### config.mk
export PLATFORM = sky130hd
export DESIGN_NAME = destruct_sequencer
export DESIGN_NICKNAME = d
export VERILOG_FILES = /design/src/rtl/destruct_sequencer.sv
export SDC_FILE = /design/constraint.sdc
export NUM_CORES = 1
export LEC_CHECK = 0
export ABC_AREA = 0
export CAP_MARGIN = 20
export CORE_MARGIN = 2
export CORE_UTILIZATION = 36
export CTS_BUF_LIST = sky130_fd_sc_hd__clkbuf_16
export DETAILED_ROUTE_END_ITERATION = 8
export PLACE_DENSITY = 0.59
export SKIP_LAST_GASP = 1
export SYNTH_ARGS = -nofsm -noshare
export SYNTH_HDL_FRONTEND = slang
export SYNTH_SLANG_ARGS = --single-unit
### constraint.sdc
create_clock -name clk -period 3.4 [get_ports clk]
set_clock_uncertainty 0.2 [all_clocks]
set_input_delay 0.51 -clock clk [delete_from_list [all_inputs] [get_ports clk]]
set_output_delay 0.51 -clock clk [all_outputs]
set_load 0.01 [all_outputs]
### src/rtl/destruct_sequencer.sv
// -----------------------------------------------------------------------------
// destruct_sequencer
// Central self-destruct sequencer. It qualifies the 2-of-3 threat vote (gated
// by the combat switch) over ARM_TICKS consecutive timebase ticks. It then runs
// an LED countdown that shifts LED_INIT right once every STEP_TICKS ticks. When
// the pattern empties, the block latches the detonate state until reset.
//
// Optional feature macro: DESTRUCT_BLINK_EN
//   defined   -> during the countdown the LEDs blink with a half-period of
//                BLINK_TICKS ticks.
//   undefined -> the LEDs show the pattern steadily and BLINK_TICKS is unused.
//
// Ports:
//   clk          system clock
//   rst          synchronous active-high reset; overrides all other inputs
//   tick         one-clk-wide 10 ms timebase enable
//   in_combat    debounced combat switch
//   danger       debounced danger switch
//   damaged      debounced damaged switch
//   immobilized  debounced immobilized switch
//   abort        level abort request, sampled every clk
//   leds         registered drive for the 8 board LEDs
//   state        FSM state code (0 IDLE, 1 ARMING, 2 COUNTDOWN, 3 DETONATED)
//   detonate     registered; high only in DETONATED
// -----------------------------------------------------------------------------
module destruct_sequencer #(
  parameter int unsigned ARM_TICKS   = 3,
  parameter int unsigned STEP_TICKS  = 100,
  parameter int unsigned BLINK_TICKS = 33,
  parameter logic [7:0]  LED_INIT    = 8'hFF
) (
  input  logic       clk,
  input  logic       rst,
  input  logic       tick,
  input  logic       in_combat,
  input  logic       danger,
  input  logic       damaged,
  input  logic       immobilized,
  input  logic       abort,
  output logic [7:0] leds,
  output logic [1:0] state,
  output logic       detonate
);

  localparam int unsigned AW = $clog2(ARM_TICKS + 1);
  localparam int unsigned SW = $clog2(STEP_TICKS + 1);

  typedef enum logic [1:0] {
    IDLE      = 2'd0,
    ARMING    = 2'd1,
    COUNTDOWN = 2'd2,
    DETONATED = 2'd3
  } state_t;

  state_t         st;
  logic [7:0]     pattern;
  logic [AW-1:0]  arm_cnt;
  logic [SW-1:0]  step_cnt;
  logic           phase;
  logic           threat;
  logic           qual;
  logic           cd_abort;
  logic [7:0]     pattern_shr;

  assign threat      = (danger & damaged) | (danger & immobilized) | (damaged & immobilized);
  assign qual        = in_combat & threat;
  // Leaving combat on a tick cancels the countdown just like an abort does.
  assign cd_abort    = abort | (tick & ~in_combat);
  assign pattern_shr = pattern >> 1;
  assign state       = st;

`ifdef DESTRUCT_BLINK_EN
  localparam int unsigned BW = $clog2(BLINK_TICKS + 1);
  logic [BW-1:0] blink_cnt;

  // The blink timer only runs inside COUNTDOWN. It is held at its start value
  // everywhere else, so each countdown begins with the LEDs lit.
  always_ff @(posedge clk) begin
    if (rst || st != COUNTDOWN) begin
      blink_cnt <= '0;
      phase     <= 1'b1;
    end else if (tick) begin
      if (blink_cnt == BW'(BLINK_TICKS - 1)) begin
        blink_cnt <= '0;
        phase     <= ~phase;
      end else begin
        blink_cnt <= blink_cnt + BW'(1);
      end
    end
  end
`else
  logic unused_blink_cfg;
  assign phase            = 1'b1;
  assign unused_blink_cfg = (BLINK_TICKS != 0);
`endif

  always_ff @(posedge clk) begin
    if (rst) begin
      st       <= IDLE;
      leds     <= 8'h00;
      detonate <= 1'b0;
      pattern  <= LED_INIT;
      arm_cnt  <= '0;
      step_cnt <= '0;
    end else begin
      case (st)
        IDLE: begin
          leds     <= 8'h00;
          detonate <= 1'b0;
          if (tick && qual) begin
            if (ARM_TICKS == 1) begin
              st       <= COUNTDOWN;
              pattern  <= LED_INIT;
              step_cnt <= '0;
              arm_cnt  <= '0;
            end else begin
              st      <= ARMING;
              arm_cnt <= AW'(1);
            end
          end
        end

        ARMING: begin
          leds <= 8'h00;
          if (abort) begin
            st      <= IDLE;
            arm_cnt <= '0;
          end else if (tick) begin
            if (!qual) begin
              st      <= IDLE;
              arm_cnt <= '0;
            end else if (arm_cnt == AW'(ARM_TICKS - 1)) begin
              st       <= COUNTDOWN;
              pattern  <= LED_INIT;
              step_cnt <= '0;
              arm_cnt  <= '0;
            end else begin
              arm_cnt <= arm_cnt + AW'(1);
            end
          end
        end

        COUNTDOWN: begin
          // Abort is checked first, so it wins over a step or a detonation
          // that falls in the same cycle.
          if (cd_abort) begin
            st       <= IDLE;
            leds     <= 8'h00;
            pattern  <= LED_INIT;
            step_cnt <= '0;
          end else begin
            leds <= phase ? pattern : 8'h00;
            if (tick) begin
              if (step_cnt == SW'(STEP_TICKS - 1)) begin
                step_cnt <= '0;
                pattern  <= pattern_shr;
                if (pattern_shr == 8'h00) begin
                  st       <= DETONATED;
                  detonate <= 1'b1;
                  leds     <= 8'hFF;
                end
              end else begin
                step_cnt <= step_cnt + SW'(1);
              end
            end
          end
        end

        DETONATED: begin
          leds     <= 8'hFF;
          detonate <= 1'b1;
        end

        default: st <= IDLE;
      endcase
    end
  end

endmodule

==> summary.txt <==
run status: finished clean
final hold vios: 0
DRC: 0
met3 usage: 4.26%
remaining antenna violation count: 0
sequential share of the synthesized area: 39.9%
initial core utilization: 37.8%
GRT Overall Usage: 16.3%
mapped cell area: 1400 um2
max-slew headroom at the worst pin: 68.6%
final std cells w/o fill: 233
Syn Area/Cell: 8.46 um2
crit-path cells: clkdlybuf4s50_1 -> nor2b_1 -> o21a_1 -> nand4_2 -> or4_1 -> a21oi_1
row cnt: 22
CTS Hold Bufs: 0
Tmin final: 2.42 ns
Worst Hold Path Cells: 2
fmax: 0.414 GHz
met2 global-route usage: 26.5%
# clock sinks: 28
CTS Buffer Depth: 2
RePlAce Congestion: 0.859
pre-CTS setup slack: 0.760 ns
Worst VDD drop: 296 uV
Critical Path RT: 3.39 ns
Final nets: 200
number of port buffers: 18
delay-heaviest family, CP: simple AND/OR/NAND/NOR gates
Leak: 0.618 nW
WP depth: 6
endpoints failing setup: 0
max cap viols: 0
Clock Pin Slew Worst Setup and Hold Paths: 0.06 ns
Post-synth EDFFs: 0
CP max FO: 12
vias in the first global route: 1238
clk root buf: clkbuf_16
placed cell count: 229
WP data arrival: 2.41 ns
Buf+Inv Stages, Crit Path: 1
TritonCTS clock tree: built
Via density: 5.43
async set or reset register ratio after synthesis: 0%
H-tree Lvls: 1
critical path capture point type: flip-flop
worst slew pin tran: 0.467 ns
GR Util met1: 20.8%
syn nets: 180
layout cells sized above 1: 8.65%
critical path class: input pin to flip-flop
PostCTS Resize Cnt: 0
post-CTS setup buffers: 0
Seq cells post-synth: 28
Syn-to-layout area delta: 22.4%
initial antenna violation count: 0
Slew Limit Fails: 0
die width: 66.4 um
RSZ-0062 raised after global routing: no
Worst-Skew Late Latency: 0.26 ns
pwr/cell area: 388 nW/um2
n_diodes: 0
die area: 4410 um2
final worst slack: 0.985 ns
Synth Warn #: 0
CP peak stage delay: 0.49 ns
TritonCTS Buffers: 3
gr busiest metal: met2
pin count of the biggest net entering global routing: 21
period utilisation layout: 71.0%
type of origin of the critical path: input pin
total gr overflow: 0
wire per inst: 13.7 um
Yosys cell types: 41
Hold Path Class: flip-flop to flip-flop
I/O pins: 19
FF-to-FF path depth: 7
first-pass GRT wire length: 5600 um
via count: 1265
Setup Total Neg Slack: 0 ns
wirelength, routed: 3200 um
slowest CP cell: clkdlybuf4s50_1
Synth Flop Type: dfxtp_1
drt first-iter violations: 43
Pre-antenna DRT Iters: 4
Die Y-Extent: 66.4 um
Syn Inst Count: 166
Core ar.: 3720 um2
Final HPWL DP: 2340 um
stage by stage:
step	util (%)	hold slack (ns)	instance area (um2)	total power, W
3_3_place_gp	44.1	0.268	1640	0.000409
5_1_grt	46.2	0.311	1720	0.000696
2_1_floorplan	-	0.249	1400	0.000385
3_5_place_dp	44.1	0.281	1640	0.000410
6_report	46.2	0.288	1720	0.000666
4_1_cts	46.2	0.290	1720	0.000674
cells in the final DEF (no fill, tap or decap), types with 2 or more instances in the layout:
cell,synthesis,routed
o21ai_0,17,17
a221o_1,2,2
buf_4,0,2
nor2b_1,5,5
clkdlybuf4s50_1,0,18
or2_2,2,2
or4_1,3,3
clkbuf_16,0,3
nand3_1,4,4
clkinv_1,1,2
nor3_1,11,11
o21bai_1,8,8
nor2_1,14,14
inv_1,4,4
nand2_1,9,9
dfxtp_1,28,28
a21oi_1,18,18
nand2b_1,3,3
ha_1,6,6
and2_1,3,3
a311oi_1,2,2
cell usage after synthesis, types with 2 or more instances:
library cell,count,share of area [%]
a21oi_1,18,6.4
a221o_1,2,1.4
a311oi_1,2,1.2
and2_1,3,1.3
clkbuf_1,4,1.1
dfxtp_1,28,40
ha_1,6,5.3
inv_1,4,1.1
nand2_1,9,2.4
nand2b_1,3,1.3
nand3_1,4,1.4
nor2_1,14,3.7
nor2b_1,5,2.2
nor3_1,11,3.9
o21ai_0,17,6.1
o21bai_1,8,4.3
or2_2,2,0.89
or4_1,3,1.6
registers in the layout, summed over array words and instances (netlist names):
| signal | cells |
|---|---|
| state | 2 |
| step_cnt | 7 |
| leds | 8 |
| detonate | 1 |
| arm_cnt | 2 |
| pattern | 8 |
area by class of cell:
| class | count | area [um2] |
|---|---|---|
| tap | 48 | 60.1 |
| clock inverter | 1 | 3.75 |
| inverter | 5 | 18.8 |
| sequential | 28 | 561 |
| fill | 391 | 2000 |
| timing repair buffer | 20 | 195 |
| clock buffer | 3 | 75.1 |
| multi-input combinational | 128 | 805 |
logic make-up after synthesis:
kind of cell / Yosys count / synth area share, %
buffers and inverters: 10 / 2.76
adder cells (fa/ha/maj): 7 / 6.15
AO/OA/AOI/OAI: 58 / 26.7
flip-flops: 28 / 39.9
AND/OR/NAND/NOR: 63 / 24.5
power breakdown:
group / switching [W] / leakage [nW] / internal, W
clock: 0.000105 / 0.0385 / 0.000157
sequential: 0.00000529 / 0.226 / 0.000332
combinational: 0.0000351 / 0.353 / 0.0000308
worst paths after layout:
| check | to | slack [ns] | from |
|---|---|---|---|
| max | step_cnt[5] | 0.98 | abort |
| min | step_cnt[6] | 0.29 | step_cnt[6] |
| max reg2reg | step_cnt[5] | 1.00 | state[0] |
| min reg2reg | step_cnt[6] | 0.29 | step_cnt[6] |
routing by layer:
layer / vias to the layer above / share of wire (%)
li1: 652 / -
met4: 0 / 1.3
met2: 16 / 47
met3: 4 / 2.8
met5: - / 0
met1: 593 / 49
worst reg2reg max path, delay by kind of cell (launching register included):
kind	cells	cell delay [ns]
and+or+nand+nor	3	0.89
adders and majority gates	1	0.24
AOI/OAI and AO/OA	2	0.52
buffers and inverters	1	0.10
DFF	1	0.37
(Power assumes the default switching activity.)
